[src/rtl/seg7_scan_driver_pkg.sv]
// rtl/seg7_scan_driver_pkg.sv - shared types and glyph table for the seven-segment scan driver
//
// Purpose: segment bit order, the 16-entry hex glyph table (active-high,
// bit set = segment lit) and the all-segments-off pin pattern (active-low).
package seg7_pkg;

  // Segment bit positions inside a pattern word.
  localparam int SEG_A = 0;
  localparam int SEG_B = 1;
  localparam int SEG_C = 2;
  localparam int SEG_D = 3;
  localparam int SEG_E = 4;
  localparam int SEG_F = 5;
  localparam int SEG_G = 6;
  localparam int SEG_COUNT = SEG_G + 1;

  typedef logic [SEG_COUNT-1:0] seg_t;

  // Active-low pin pattern with every segment dark.
  localparam seg_t SEG_OFF_N = 7'h7F;

  // Glyphs 0-9, A, b, C, d, E, F; active-high, indexed by nibble.
  localparam seg_t GLYPH_TABLE [16] = '{
    7'h3F, 7'h06, 7'h5B, 7'h4F, 7'h66, 7'h6D, 7'h7D, 7'h07,
    7'h7F, 7'h6F, 7'h77, 7'h7C, 7'h39, 7'h5E, 7'h79, 7'h71
  };

endpackage

[src/rtl/seg7_scan_driver_if.sv]
// rtl/seg7_scan_driver_if.sv - value-load bus between a register source and the scan driver
//
// Purpose: groups the shadow-load strobe, its payload and the pending flag.
// Signals:
//   load     - one-cycle strobe capturing value/dp_in/blank_lz into the shadow
//   value    - hex nibbles, digit 0 in bits [3:0]
//   dp_in    - decimal-point request per digit
//   blank_lz - leading-zero blanking enable
//   pending  - high while a captured value waits for a frame boundary
interface seg7_scan_driver_if #(
  parameter int N_DIGITS = 4
);
  logic                    load;
  logic [4*N_DIGITS-1:0]   value;
  logic [N_DIGITS-1:0]     dp_in;
  logic                    blank_lz;
  logic                    pending;

  modport master (output load, output value, output dp_in, output blank_lz, input pending);
  modport slave  (input load, input value, input dp_in, input blank_lz, output pending);
endinterface

[src/rtl/seg7_scan_driver_hex_decoder.sv]
// rtl/seg7_scan_driver_hex_decoder.sv - combinational hex nibble to active-low segment decoder
//
// Purpose: maps one nibble to its hex glyph.
// Ports:
//   nibble - 4-bit digit value
//   seg_n  - 7-bit active-low segment pattern, bit 0 = a
module seg7_hex_decoder
  import seg7_pkg::*;
(
  input  logic [3:0] nibble,
  output seg_t       seg_n
);

  assign seg_n = ~GLYPH_TABLE[nibble];

endmodule

[src/rtl/seg7_scan_driver.sv]
// rtl/seg7_scan_driver.sv - time-multiplexed N-digit common-anode seven-segment driver
//
// Purpose: scans N_DIGITS digits with a per-slot prescaler, anti-ghosting dead
// time, leading-zero blanking and a shadow register that only reaches the
// display at frame boundaries so a frame is never torn.
// Ports:
//   clk, rst_n  - clock, asynchronous active-low reset
//   enable      - scanning enable; low blanks the display and parks the scan
//   bus         - load bus (load, value, dp_in, blank_lz in; pending out)
//   seg, dp, an - active-low segment, decimal point and anode pins (registered)
//   frame_done  - one-cycle pulse after the last digit's slot ends
module seg7_scan_driver
  import seg7_pkg::*;
#(
  parameter int N_DIGITS    = 4,
  parameter int SCAN_DIV    = 50000,
  parameter int DEAD_CYCLES = 2
) (
  input  logic                clk,
  input  logic                rst_n,
  input  logic                enable,
  seg7_scan_driver_if.slave   bus,
  output seg_t                seg,
  output logic                dp,
  output logic [N_DIGITS-1:0] an,
  output logic                frame_done
);

  localparam int PW = $clog2(SCAN_DIV);
  localparam int IW = $clog2(N_DIGITS);
  localparam logic [PW-1:0] PRESC_LAST = PW'(SCAN_DIV - 1);
  localparam logic [PW-1:0] DEAD_END   = PW'(DEAD_CYCLES);
  localparam logic [IW-1:0] IDX_LAST   = IW'(N_DIGITS - 1);

  logic [PW-1:0]           presc;
  logic [IW-1:0]           idx;
  logic [4*N_DIGITS-1:0]   shadow_value;
  logic [N_DIGITS-1:0]     shadow_dp;
  logic                    shadow_blz;
  logic [4*N_DIGITS-1:0]   disp_value;
  logic [N_DIGITS-1:0]     disp_dp;
  logic                    disp_blz;
  logic                    pending_q;

  logic                    boundary;
  logic                    xfer;
  logic [N_DIGITS-1:0]     blank_mask;
  logic                    still_zero;
  logic [3:0]              cur_nib;
  logic                    cur_dp;
  logic                    cur_blank;
  seg_t                    dec_seg;

  assign boundary = enable && (presc == PRESC_LAST) && (idx == IDX_LAST);
  // While disabled nothing is on screen, so a waiting value can go straight in.
  assign xfer     = pending_q && (boundary || !enable);
  assign bus.pending = pending_q;

  // Walk down from the most significant digit; blanking continues only while
  // every digit seen so far is zero. Digit 0 is deliberately outside the loop.
  always_comb begin
    blank_mask = '0;
    still_zero = disp_blz;
    for (int k = N_DIGITS - 1; k >= 1; k--) begin
      if (still_zero && (disp_value[4*k +: 4] == 4'h0)) begin
        blank_mask[k] = 1'b1;
      end else begin
        still_zero = 1'b0;
      end
    end
  end

  always_comb begin
    cur_nib   = 4'h0;
    cur_dp    = 1'b0;
    cur_blank = 1'b0;
    for (int k = 0; k < N_DIGITS; k++) begin
      if (idx == IW'(k)) begin
        cur_nib   = disp_value[4*k +: 4];
        cur_dp    = disp_dp[k];
        cur_blank = blank_mask[k];
      end
    end
  end

  seg7_hex_decoder u_dec (
    .nibble (cur_nib),
    .seg_n  (dec_seg)
  );

  always_ff @(posedge clk or negedge rst_n) begin
    if (!rst_n) begin
      presc        <= '0;
      idx          <= '0;
      shadow_value <= '0;
      shadow_dp    <= '0;
      shadow_blz   <= 1'b0;
      disp_value   <= '0;
      disp_dp      <= '0;
      disp_blz     <= 1'b0;
      pending_q    <= 1'b0;
      frame_done   <= 1'b0;
      seg          <= SEG_OFF_N;
      dp           <= 1'b1;
      an           <= '1;
    end else begin
      frame_done <= boundary;

      if (!enable) begin
        presc <= '0;
        idx   <= '0;
      end else if (presc == PRESC_LAST) begin
        presc <= '0;
        idx   <= (idx == IDX_LAST) ? '0 : idx + 1'b1;
      end else begin
        presc <= presc + 1'b1;
      end

      // The transfer reads the shadow before this cycle's load overwrites it.
      if (xfer) begin
        disp_value <= shadow_value;
        disp_dp    <= shadow_dp;
        disp_blz   <= shadow_blz;
      end

      if (bus.load) begin
        shadow_value <= bus.value;
        shadow_dp    <= bus.dp_in;
        shadow_blz   <= bus.blank_lz;
        pending_q    <= 1'b1;
      end else if (xfer) begin
        pending_q    <= 1'b0;
      end

      // seg/dp follow the slot from its first cycle; only the anode waits
      // out the dead window.
      if (!enable) begin
        seg <= SEG_OFF_N;
        dp  <= 1'b1;
        an  <= '1;
      end else begin
        seg <= cur_blank ? SEG_OFF_N : dec_seg;
        dp  <= ~cur_dp;
        an  <= (presc < DEAD_END) ? '1 : ~(N_DIGITS'(1) << idx);
      end
    end
  end

endmodule
[src/flat_wrapper.sv]
// flat-port wrapper written by rule: the top's interface ports become plain ports
module seg7_scan_driver_flat import seg7_pkg::*;
#(
  parameter int N_DIGITS    = 4,
  parameter int SCAN_DIV    = 50000,
  parameter int DEAD_CYCLES = 2
)
  (clk, rst_n, enable, seg, dp, an, frame_done, bus_load, bus_value, bus_dp_in, bus_blank_lz, bus_pending);
  seg7_scan_driver_if #(.N_DIGITS(N_DIGITS)) bus_i ();
  input  logic clk;
  input  logic rst_n;
  input  logic enable;
  output seg_t seg;
  output logic dp;
  output logic [N_DIGITS-1:0] an;
  output logic frame_done;
  input wire logic [$bits(bus_i.load)-1:0] bus_load;
  input wire logic [$bits(bus_i.value)-1:0] bus_value;
  input wire logic [$bits(bus_i.dp_in)-1:0] bus_dp_in;
  input wire logic [$bits(bus_i.blank_lz)-1:0] bus_blank_lz;
  output wire logic [$bits(bus_i.pending)-1:0] bus_pending;
  assign bus_i.load = bus_load;
  assign bus_i.value = bus_value;
  assign bus_i.dp_in = bus_dp_in;
  assign bus_i.blank_lz = bus_blank_lz;
  assign bus_pending = bus_i.pending;
  seg7_scan_driver #(.N_DIGITS(N_DIGITS), .SCAN_DIV(SCAN_DIV), .DEAD_CYCLES(DEAD_CYCLES)) u_core (.clk(clk), .rst_n(rst_n), .enable(enable), .bus(bus_i), .seg(seg), .dp(dp), .an(an), .frame_done(frame_done));
endmodule
[config.mk]
export PLATFORM = sky130hd
export DESIGN_NAME = seg7_scan_driver_flat
export DESIGN_NICKNAME = d
export VERILOG_FILES = /design/src/rtl/seg7_scan_driver_pkg.sv /design/src/rtl/seg7_scan_driver_if.sv /design/src/rtl/seg7_scan_driver_hex_decoder.sv /design/src/rtl/seg7_scan_driver.sv /design/src/flat_wrapper.sv
export SDC_FILE = /design/constraint.sdc
export NUM_CORES = 1
export LEC_CHECK = 0
export CAP_MARGIN = 20
export CORE_MARGIN = 2
export CORE_UTILIZATION = 58
export CTS_BUF_LIST = sky130_fd_sc_hd__clkbuf_8
export DETAILED_ROUTE_END_ITERATION = 6
export GPL_ROUTABILITY_DRIVEN = 1
export PLACE_DENSITY_LB_ADDON = 0.1
export RECOVER_POWER = 100
export SLEW_MARGIN = 20
export SYNTH_ARGS = -nofsm -noshare
export SYNTH_HDL_FRONTEND = slang
export SYNTH_HIERARCHICAL = 1
export SYNTH_SLANG_ARGS = --single-unit
[constraint.sdc]
create_clock -name clk -period 3.6 [get_ports clk]
set_input_delay 0.72 -clock clk [delete_from_list [all_inputs] [get_ports clk]]
set_output_delay 0.72 -clock clk [all_outputs]
set_load 0.02 [all_outputs]
Yosys cells after proc, flatten, opt, wreduce, memory -nomap -nowiden
Memories as Yosys holds them, arrays and structs flattened.
Cells that the tools add are included.
{"block": "word_totals", "reg_bits": 74, "mem_bits_ro": 112, "inputBits": 25, "output_inout_bits": 14, "n_memories": 1}
{"memory": "(no name shown)", "depth": 16, "width": 7, "read_ports": 1, "rd_clocked_by_memory_dff": 0, "write_ports": 0, "line_no": "seg7_scan_driver_hex_decoder.sv:14", "rtl": "assign seg_n = ~GLYPH_TABLE[nibble];"}
{"block": "classes", "n_addsub": 2, "order_cmp": 2, "eq_ne": 5, "shift": 1, "mux": 30, "n_bitwise": 4, "reduce_logical": 13}
{"operator": "$mux 16", "count": 2}
{"operator": "$mux 7", "count": 4}
{"operator": "$mux 4", "count": 6}
{"operator": "$add 16x1->16 const B", "count": 1}
{"operator": "$eq 16x16->1 const B", "count": 1}
{"operator": "$lt 16x2->1 const B", "count": 1}
{"operator": "$mux 1", "count": 15}
{"operator": "$logic_not 4->1", "count": 3}
{"operator": "$not 7->7", "count": 1}
{"operator": "$logic_and 1x1->1", "count": 6}
{"operator": "$mux 2", "count": 3}
{"operator": "$ge 5x5->1 const B", "count": 1}
{"operator": "$not 4->5", "count": 1}
{"operator": "$eq 2x2->1 const B", "count": 2}
{"operator": "$not 4->4", "count": 1}
{"operator": "$shl 1x2->4 const A", "count": 1}
{"operator": "$add 2x1->2 const B", "count": 1}
{"operator": "$eq 2x1->1 const B", "count": 1}
{"operator": "$logic_not 2->1", "count": 1}
{"operator": "$ne 2x1->1 const B", "count": 1}
{"operator": "$reduce_bool 2->1", "count": 1}
{"operator": "$logic_not 1->1", "count": 1}
{"operator": "$logic_or 1x1->1", "count": 1}
{"operator": "$not 1->1", "count": 1}

Longest topological paths before layout
Gate-level depths: netlist (run 1).
{"block": "logic_depth", "ltp_word": 12, "depth_mapped": 12, "mapped_depth_nobuf": 11}

By module
Netlist (run 1), hierarchy kept.
{"module": "seg7_scan_driver", "n_inst": 1, "cells_each": 258, "area_per_inst_um2": 3300.7}
{"module": "seg7_hex_decoder", "n_inst": 1, "cells_each": 31, "area_per_inst_um2": 252.7}

Worst setup path before layout (run 1)
OpenSTA, ideal clock, no wires.
{"block": "synth_timing", "path_type": "register to register", "startpoint": "register u_core.idx[0]", "endpoint": "register u_core.seg[3]", "setup_time_ps": 84, "arrival_ps": 2750, "required_time_ps": 3516, "slack_ps": 765, "path_stages_with_launch": 11, "n_path_buf": 1, "path_cell_list": "dfrtp_1 ha_1 clkbuf_1 nor2b_1 a221oi_1 o31ai_1 inv_1 ha_1 inv_1 mux4_1 or2_2"}
{"block": "synth_via", "elab_chain_len": 12}
{"element": "start, declared", "line_no": "seg7_scan_driver.sv:36", "rtl": "logic [IW-1:0] idx;"}
{"element": "start signal, assigned", "line_no": "seg7_scan_driver.sv:114", "rtl": "idx <= (idx == IDX_LAST) ? '0 : idx + 1'b1;"}
{"element": "$logic_not 2->1", "line_no": "seg7_scan_driver.sv:78", "rtl": "if (idx == IW'(k)) begin"}
{"element": "$mux 4 (3 in series)", "line_no": "seg7_scan_driver.sv:78"}
{"element": "$mux 4 (*)", "line_no": "seg7_scan_driver.sv:78"}
{"element": "named net u_core.cur_nib[0]", "line_no": "seg7_scan_driver.sv:49", "rtl": "logic [3:0] cur_nib;"}
{"element": "$not 4->5 (implied by the code) (*)", "line_no": "seg7_scan_driver_hex_decoder.sv:14"}
{"element": "$mem_v2 16x7 (*)"}
{"element": "$mux 7 (implied by the code) (*) (2 in series)", "line_no": "seg7_scan_driver_hex_decoder.sv:14"}
{"element": "$not 7->7 (*)", "line_no": "seg7_scan_driver_hex_decoder.sv:14"}
{"element": "named net u_core.dec_seg[3]", "line_no": "seg7_scan_driver.sv:52", "rtl": "seg_t dec_seg;"}
{"element": "$mux 7 (*)", "line_no": "seg7_scan_driver.sv:142", "rtl": "seg <= cur_blank ? SEG_OFF_N : dec_seg;"}
{"element": "$mux 7 (*)", "line_no": "seg7_scan_driver.sv:137", "rtl": "if (!enable) begin"}
{"element": "end signal, assigned", "line_no": "seg7_scan_driver.sv:142"}
{"element": "end, declared", "line_no": "seg7_scan_driver.sv:23", "rtl": "output seg_t seg,"}
Mark *: on every way through the listed nets, which the timed path passes. The rest lies on a longest branch. The select of a mux whose other input is x is not followed.
A chain may end at the register's enable or synchronous reset.

Worst setup path after layout (run 1)
{"block": "layout_timing", "startpoint": "register u_core.idx[1]", "endpoint": "register u_core.seg[3]"}
The elaborated chain is that of the path after synthesis.

==> impl_results.md, run 1 <==
- Synthesized cell area: 3550 µm²
- Post-Syn Instances: 289
- Post-route setup TNS: 0 ns
- Max Cap Viol: 1
- DRC violations left: 0
- Fin. Hold Viols: 0
- R2R Path End: u_core/seg[3]
- Failing checks: max-capacitance violations, max-slew violations
- Drt total wl: 6380 µm
- Core area: 5920 µm²
- Htree depth: 3
- Power, Total: 2.03 mW
- CTS Root Cell: clkbuf_8
- Total GRT Usage: 21.3%
- First-pass GRT wire length: 10700 µm
- CP Data Arrival Time: 3.44 ns
- Vias in the first global route: 2215
- Sequential share of the synthesized area: 52.5%
- Status: complete, but fails checks
- Nature of the critical path startpoint: flip-flop
- 1st-iter DRT viols: 131
- Routability cong.: 0.910
- Remaining Overflow, GRT: 0
- R2R cell count: 10
- Hold_buf cts: 0
- Io pins: 39
- #FFs+latches synth: 74
- Initial Utilization: 60.0%
- WHS Endpoint: u_core/presc[0]
- P per Cell Area: 496 nW/µm²
- CTS tree: built
- Ratio of cells with drive above 1 in the final layout: 19.3%
- Core Util, Final: 69.0%
- Synth Net Count: 325
- Number of flops mapped to enable cells by yosys: 0
- # Post-CTS Setup Buffers: 0
- Syn_area_per_cell: 12.3 µm²
- GR Util met1: 29.5%
- Clk_skew: 0.00818 ns
- Initial antenna violation count: 0
- Sink Count: 74
- Clk_lat worst skew: 0.35 ns
- Leakage: 1.68 nW
- Post-DRT Antenna Nets: 0
- Tcrit/Tclk final: 87.8%
- Worst-Margin Slew: 1.76 ns
- RR Startpoint: u_core/idx[1]
- Die X: 82.3 µm
- Worst VDD drop: 0.000349 V
- RSZ-0062 raised after global routing: no
- CTS Buf Count: 9
- Avg WL per Cell: 15.7 µm
- Met3 GRT Util: 4.46%
- Ys async rst share: 100%
- Kind of end point of the critical path: flip-flop
- Top cell type's share of synthesized area: 43.7%
- Final Setup Violations: 0
- Critical Path Fanout Max: 9
- Max-slew violations: 75
- Die Ht: 82.3 µm
- Rows: 28
- Layout area overhead: 14.9%
- Critical path type: reg -> reg
- Ys flop type: dfrtp_1
- Drt pass-1 iters: 4
- Worst slew margin relative to its limit: -17.2%
- Max clock buf depth: 2
- Crit path time final: 3.16 ns
- Commonest cells post-synth: dfrtp_1 (62), mux2_2 (22), nor2_1 (21)
- Most Crowded Layer GR: met2
- Number of distinct library cells after synthesis: 47
- NumNets Final: 362
- Count leader, synth: dfrtp_1
- Met2 usage in global routing: 31.6%
- Largest area contributor in the netlist: dfrtp_1
- Max Fclk: 316 MHz
- Worst Hold Launch: u_core/presc[0]
- R2R setup slack: 0.44 ns
- # port buffers: 38
- N_diodes: 0
- Resize count post-CTS: 0
- Detailed Place HPWL: 4270 µm
- Via Count: 2333
- Drt via density: 5.75
- Largest net degree at the start of global routing: 75
- CP required: 3.88 ns
- Die ar.: 6770 µm²
- Synth warnings: 6
- Ranking of synthesized cells by area: dfrtp_1 (44%), dfstp_2 (8.9%), mux2_4 (8.5%)
- Worst Hold Depth: 1
- Clock Pin Slew Worst Setup and Hold Paths: 0.08 ns
- HP Class: reg -> reg
- FILL cells: 483
==> worst max-delay path by stage <==
stage	startpoint	slack, ns	cells past startpoint	endpoint
global placement	u_core/idx[0]	0.68	9	u_core/seg[3]
global route	u_core/idx[1]	0.16	10	u_core/seg[3]
floorplan	u_core/idx[0]	0.77	10	u_core/seg[3]
CTS	u_core/idx[1]	0.45	10	u_core/seg[3]
finish	u_core/idx[1]	0.44	10	u_core/seg[3]
detailed placement	u_core/idx[1]	0.45	10	u_core/seg[3]
==> state kept, by name, indices dropped and copies added (netlist names), 2 cells and up <==
| signal | count |
|---|---|
| u_core/disp_value | 16 |
| u_core/shadow_dp | 4 |
| u_core/shadow_value | 16 |
| u_core/seg | 7 |
| u_core/presc | 16 |
| u_core/idx | 2 |
| u_core/disp_dp | 4 |
| u_core/an | 4 |
==> cells by family (layout without fill, tap and decap cells) <==
family                     Yosys count  count (layout)  share of synthesized area (%)
adders and majority gates           11              11                           3.87
DFF                                 74              74                           52.5
muxes                               47              47                           17.3
AOI/OAI and AO/OA                   22              22                           4.79
and+or+nand+nor                     97              97                           14.8
xor gates and xnor gates            14              14                           3.45
buffers and inverters               24              66                           3.24
==> stage by stage <==
stage	cells	instance area, µm²	setup slack [ns]	hold WS (ns)
finish	406	4080	0.439	0.468
detailed placement	390	3970	0.450	0.456
floorplan	289	3550	0.765	0.424
global placement	390	3970	0.683	0.449
global route	406	4080	0.160	0.479
CTS	406	4190	0.446	0.467
==> area by class of cell <==
type / instances / area (µm²) / area share (%)
clock inverter: 7 / 93.8 / 2.30
inverter: 8 / 30.0 / 0.736
timing repair buffer: 42 / 399 / 9.78
tap: 75 / 93.8 / 2.30
clock buffer: 9 / 124 / 3.03
sequential: 74 / 1870 / 45.7
multi-input combinational: 191 / 1480 / 36.1
==> worst max-delay path, cell delays in order, from the launching register on <==
cell and delay, ns:
dfrtp_1 0.39, inv_1 0.08, ha_1 0.28, nor2b_1 0.30
a221oi_1 0.16, o31ai_1 0.54, inv_1 0.20, ha_1 0.32
inv_1 0.05, mux4_1 0.47, or2_2 0.30
==> metal layers <==
layer,part of all wire [%],vias to the layer above
li1,-,1094
met1,47,1163
met2,47,68
met3,4.5,8
met4,1.5,0
met5,0,-
==> report_power, final <==
group	switching (mW)	leakage [nW]	internal, mW
Combinational	0.157	0.674	0.172
Sequential	0.0611	0.892	0.936
Clock	0.311	0.111	0.390
==> placed cells by master, fill, tap and decap left out, types with 5 or more instances in the layout <==
master,count
nor2b_1,10
dfrtp_1,62
clkbuf_8,9
clkdlybuf4s50_1,21
nor4_1,10
ha_1,11
nand3_1,5
nand4_1,9
nor2_1,21
dfstp_2,12
xor2_1,5
mux2_1,19
inv_1,9
nand2_1,20
dlygate4sd3_1,16
mux2_2,22
xnor2_1,9
or2_2,7
No activity file was read; power rests on OpenSTA's default activity.
==> run 2, diff against run 1 <==
--- a/config.mk
+++ b/config.mk
@@ -5,6 +5,7 @@
 export SDC_FILE = /design/constraint.sdc
 export NUM_CORES = 1
 export LEC_CHECK = 0
+export ABC_AREA = 1
 export CAP_MARGIN = 20
 export CORE_MARGIN = 2
 export CORE_UTILIZATION = 58
==> impl_results.md, run 2 <==
- Worst VDD drop: 0.000322 V
- Final cell count without fillers: 559
- Placed Cells: 544
- Clk_lat worst skew: 0.35 ns
- Tcrit/Tclk final: 84.1%
- RSZ-0062 raised after global routing: no
- Initial Utilization: 60.6%
- HP Class: reg -> reg
- Number of flops mapped to enable cells by yosys: 0
- Max-slew violations: 43
- # Post-CTS Setup Buffers: 0
- Crit path time final: 3.03 ns
- Worst slew margin relative to its limit: -40.2%
- Ranking of synthesized cells by area: dfrtp_1 (43%), nand2_1 (17%), dfstp_2 (8.7%)
- Leakage: 2.10 nW
- Layout area overhead: 17.5%
- Post-DRT Antenna Nets: 0
- Ys async rst share: 100%
- Htree depth: 3
- Failing checks: max-capacitance violations, max-slew violations
- Post-Syn Instances: 439
- Max Cap Viol: 1
- Commonest cells post-synth: nand2_1 (161), dfrtp_1 (62), nand3_1 (47)
- Top cell type's share of synthesized area: 43.0%
- P per Cell Area: 479 nW/µm²
- FILL cells: 501
- Post-route setup TNS: 0 ns
- Resize count post-CTS: 0
- Initial antenna violation count: 0
- Critical Path Fanout Max: 22
- CTS Root Cell: clkbuf_8
- #FFs+latches synth: 74
- Total GRT Usage: 23.0%
- 1st-iter DRT viols: 218
- Crit path top cell by count: nand2_1
- Number of distinct library cells after synthesis: 36
- Drt total wl: 7160 µm
- Final Setup Violations: 0
- Largest net degree at the start of global routing: 43
- Drt via density: 5.30
- Die ar.: 6870 µm²
- Max stage delay on crit path: 0.60 ns
- Die X: 82.9 µm
- Ys flop type: dfrtp_1
- Synth Net Count: 475
- Clk_skew: 0.00904 ns
- # port buffers: 38
- Worst-Margin Slew: 2.10 ns
- Routability cong.: 0.912
- Sink Count: 74
- Largest area contributor in the netlist: dfrtp_1
- Rows: 28
- Vias in the first global route: 2829
- Largest registers: u_core/disp_value x16, u_core/presc x16, u_core/shadow_value x16
- Status: complete, but fails checks
- CTS tree: built
- Drt pass-1 iters: 4
- Place WS: 1.06 ns
- Via Count: 2965
- CP Data Arrival Time: 3.26 ns
- First-pass GRT wire length: 12800 µm
- DRC violations left: 0
- Kind of end point of the critical path: flip-flop
- Detailed Place HPWL: 5100 µm
- Most frequent cells in the layout: nand2_1 (163), dfrtp_1 (62), nand3_1 (48)
- CP required: 3.83 ns
- N_diodes: 0
- Hold_buf cts: 0
- Cell Chain, Critical Path: dlygate4sd3_1 -> clkbuf_1 -> nand2_1 -> inv_1 -> nand3_1 -> nand2_1 -> nand2_4 -> nand2_1 -> nand2_1
- Core area: 5960 µm²
- Fin. Hold Viols: 0
- Io pins: 39
- Critical path type: in -> reg
- NumNets Final: 516
- Syn_area_per_cell: 8.22 µm²
- Crit-path slowest cell: nand2_1
- Synth warnings: 6
- Synthesized cell area: 3610 µm²
- Remaining Overflow, GRT: 0
- Max Fclk: 330 MHz
- Clock Pin Slew Worst Setup and Hold Paths: 0.07 ns
- Setup ws final: 0.571 ns
- Sequential share of the synthesized area: 51.7%
- Nature of the critical path startpoint: input pin
- Die Ht: 82.9 µm
- Worst-case hold slack: 0.460 ns
- Ratio of cells with drive above 1 in the final layout: 8.06%
- Most common cell after layout, fill and taps aside: nand2_1
- Count leader, synth: nand2_1
- Avg WL per Cell: 12.8 µm
- CTS Buf Count: 9
- Max clock buf depth: 2
[run 2: changes by cell type in the layout (fill, tap and decap cells not counted), moves of 17 or more]
cell / previous run / this run
nand3_1: 5 / 48
mux2_1: 19 / 0
inv_1: 9 / 29
mux2_2: 22 / 0
nand2_1: 20 / 163
nor2_1: 21 / 38
[run 2: cell type report]
cell class              count  area (µm²)  share of cell area (%)
clock inverters             5         103                    2.42
inverters                  34         133                    3.13
clock buffers              10         138                    3.25
repair buffers             43         398                    9.38
well taps                  75        93.8                    2.21
flip-flops and latches     74        1870                    44.0
multi-input cells         318        1510                    35.6
[run 2: where the power goes]
part	leakage [nW]	total [mW]	internal [mW]	switching (mW)
clock	0.118	0.772	0.474	0.298
sequential	0.921	0.958	0.915	0.0431
combinational	1.06	0.299	0.122	0.177
total	2.10	2.03	1.51	0.518
[run 2: worst max-delay path: cells and delay by family]
family / cells / cell delay [ns]
buf+inv: 3 / 1.14
simple gates: 6 / 1.38
[run 2: stage by stage]
stage / util [%] / total power, mW / cell area (µm²)
global placement: 67.7 / 1.27 / 4030
detailed placement: 67.7 / 1.28 / 4030
global route: 71.2 / 2.14 / 4240
floorplan: - / 1.17 / 3610
CTS: 71.7 / 2.06 / 4270
finish: 71.2 / 2.03 / 4240
[run 2: per-layer routing]
metal  routed length [µm]  part of all wire [%]  vias up  track usage [%]
li1                     -                     -     1479                -
met1                 3280                    46     1398             30.6
met2                 3450                    48       78             37.2
met3                  294                   4.1       10             4.77
met4                  129                   1.8        0             8.94
met5                    0                     0        -                0
[run 2: final timing paths]
check	from	to	slack, ns	cells after the start
setup / recovery	enable	u_core/disp_dp[0]	0.57	9
min in group asynchronous	rst_n	u_core/presc[7]	0.97	1
setup reg to reg	u_core/idx[1]	u_core/seg[3]	0.98	14
hold / removal	u_core/presc[0]	u_core/presc[0]	0.46	1
hold reg to reg	u_core/presc[0]	u_core/presc[0]	0.46	1
max in group asynchronous	rst_n	u_core/shadow_blz	1.15	2
[run 2: cell families after synthesis]
logic type,synth area share [%]
buffers and inverters,6.07
xor gates and xnor gates,0.970
adders and majority gates,3.81
DFF,51.7
and+or+nand+nor,32.7
AOI/OAI and AO/OA,4.71
==> run 3, diff against run 2 <==
--- a/config.mk
+++ b/config.mk
@@ -8,7 +8,7 @@
 export ABC_AREA = 1
 export CAP_MARGIN = 20
 export CORE_MARGIN = 2
-export CORE_UTILIZATION = 58
+export CORE_UTILIZATION = 53
 export CTS_BUF_LIST = sky130_fd_sc_hd__clkbuf_8
 export DETAILED_ROUTE_END_ITERATION = 6
 export GPL_ROUTABILITY_DRIVEN = 1
==> constraint.sdc (replaced) <==
create_clock -name clk -period 2.5 [get_ports clk]
set_input_delay 0.5 -clock clk [delete_from_list [all_inputs] [get_ports clk]]
set_output_delay 0.5 -clock clk [all_outputs]
set_load 0.02 [all_outputs]
==> impl_results.md, run 3 (same netlist as run 2, synthesis figures left out) <==
- Detailed Place HPWL: 5160 µm
- Initial Utilization: 54.0%
- Layout area overhead: 17.2%
- Fin. Hold Viols: 0
- Crit path top cell by count: inv_1
- Place WS: 0.144 ns
- First-pass GRT wire length: 12500 µm
- Post-DP Area: 4060 µm²
- # port buffers: 38
- Largest registers: u_core/disp_value x16, u_core/presc x16, u_core/shadow_value x16
- Finished Cell Area: 4230 µm²
- Critical path type: reg -> reg
- Routability cong.: 0.909
- Worst slew margin relative to its limit: 1.65%
- RSZ-0062 raised after global routing: no
- CP required: 2.77 ns
- Drt via density: 5.07
- Post-DRT Antenna Nets: 0
- Crit-path slowest cell: dfrtp_1
- Setup ws final: 0.255 ns
- CP Data Arrival Time: 2.51 ns
- Sink Count: 74
- Power, Total: 2.72 mW
- Max stage delay on crit path: 0.40 ns
- Io pins: 39
- Tcrit/Tclk final: 89.8%
- FILL cells: 598
- Clk_skew: 0.0137 ns
- Drt total wl: 7130 µm
- 1st-iter DRT viols: 128
- Via Count: 2873
- Max clock buf depth: 2
- Post-route setup TNS: 0 ns
- Final Setup Violations: 0
- Leakage: 2.08 nW
- CTS Buf Count: 9
- DRC violations left: 0
- Clk_lat worst skew: 0.35 ns
- Crit path time final: 2.25 ns
- Remaining Overflow, GRT: 0
- Hold_buf cts: 0
- Die ar.: 7490 µm²
- Most common cell after layout, fill and taps aside: nand2_1
- Worst-Margin Slew: 1.48 ns
- Status: finished, final reports clean
- CTS Root Cell: clkbuf_8
- Nature of the critical path startpoint: flip-flop
- Die X: 86.5 µm
- Rows: 30
- Avg WL per Cell: 12.6 µm
- Largest net degree at the start of global routing: 46
- Kind of end point of the critical path: flip-flop
- P per Cell Area: 644 nW/µm²
- Initial antenna violation count: 0
- Critical Path Fanout Max: 7
- NumNets Final: 518
- HP Class: reg -> reg
- Vias in the first global route: 2739
- Cell Chain, Critical Path: inv_1 -> ha_1 -> inv_1 -> o211ai_1 -> o211ai_1 -> o21ai_2 -> inv_1 -> clkbuf_1 -> ha_1 -> inv_1 -> nand2_1 -> nand3_1 -> nand2_1 -> nand3b_1
- Max-slew violations: 0
- Clock Pin Slew Worst Setup and Hold Paths: 0.08 ns
- Most frequent cells in the layout: nand2_1 (161), dfrtp_1 (62), nand3_1 (48)
- Die Ht: 86.5 µm
- Max Cap Viol: 0
- Sequential Area: 1870 µm²
- Max Fclk: 445 MHz
- Area taken by multi-input logic gates: 1520 µm²
- Total GRT Usage: 21.2%
- Worst VDD drop: 0.000341 V
- N_diodes: 0
- Htree depth: 3
- Drt pass-1 iters: 5
- Ratio of cells with drive above 1 in the final layout: 9.65%
- Core area: 6680 µm²
- CTS tree: built
-- run 3: cell count changes in the layout (fill, tap and decap cells not counted), sizes merged --
cell	before	now
buf	1	4
bufinv	3	1
clkbuf	15	13
clkinvlp	1	3
inv	33	35
-- run 3: path summary, 6_finish.rpt --
path                       slack [ns]                    end            start  cells past startpoint
setup / recovery                 0.25          u_core/seg[3]    u_core/idx[0]                     14
hold / removal                   0.47        u_core/presc[0]  u_core/presc[0]                      1
setup reg to reg                 0.25          u_core/seg[3]    u_core/idx[0]                     14
hold reg to reg                  0.47        u_core/presc[0]  u_core/presc[0]                      1
max in group asynchronous        0.59  u_core/disp_value[14]            rst_n                      2
min in group asynchronous        0.50        u_core/presc[5]            rst_n                      1
-- run 3: stage by stage --
stage / hold WS [ns] / cells / util, %
global placement: 0.456 / 550 / 60.7
floorplan: 0.204 / 439 / -
global route: 0.505 / 567 / 63.3
CTS: 0.184 / 566 / 63.6
finish: 0.473 / 567 / 63.3
detailed placement: 0.459 / 550 / 60.7
-- run 3: routing by layer --
layer | share of wire [%] | track usage [%] | vias to the layer above
met4 | 2.7 | 9.38 | 0
li1 | - | - | 1483
met3 | 4.0 | 4.57 | 14
met1 | 48 | 28.5 | 1313
met5 | 0 | 0 | -
met2 | 46 | 33.4 | 63
-- run 3: area by class of cell --
cell class              count  area share, %
inverters                  34           3.14
repair buffers             45           9.91
clock buffers               9           2.93
multi-input cells         318           35.9
clock inverters             7           1.66
well taps                  80           2.37
flip-flops and latches     74           44.1
-- run 3: critical path: cells and delay by family, from the launching register on --
| kind | cells | cell delay [ns] |
|---|---|---|
| adder cells (fa/ha/maj) | 2 | 0.52 |
| AO/OA/AOI/OAI | 3 | 0.39 |
| buffers and inverters | 5 | 0.55 |
| flip-flops | 1 | 0.40 |
| AND/OR/NAND/NOR | 4 | 0.30 |
-- run 3: where the power goes --
part / switching [mW] / internal (mW)
Clock: 0.449 / 0.459
Sequential: 0.0649 / 1.32
Combinational: 0.254 / 0.180
Total: 0.767 / 1.96
-- run 3: timing repair --
item                                    CTS  global route
setup buffers                             0             1
endpoints found under the setup margin    0             7
gates resized for setup                   0             6
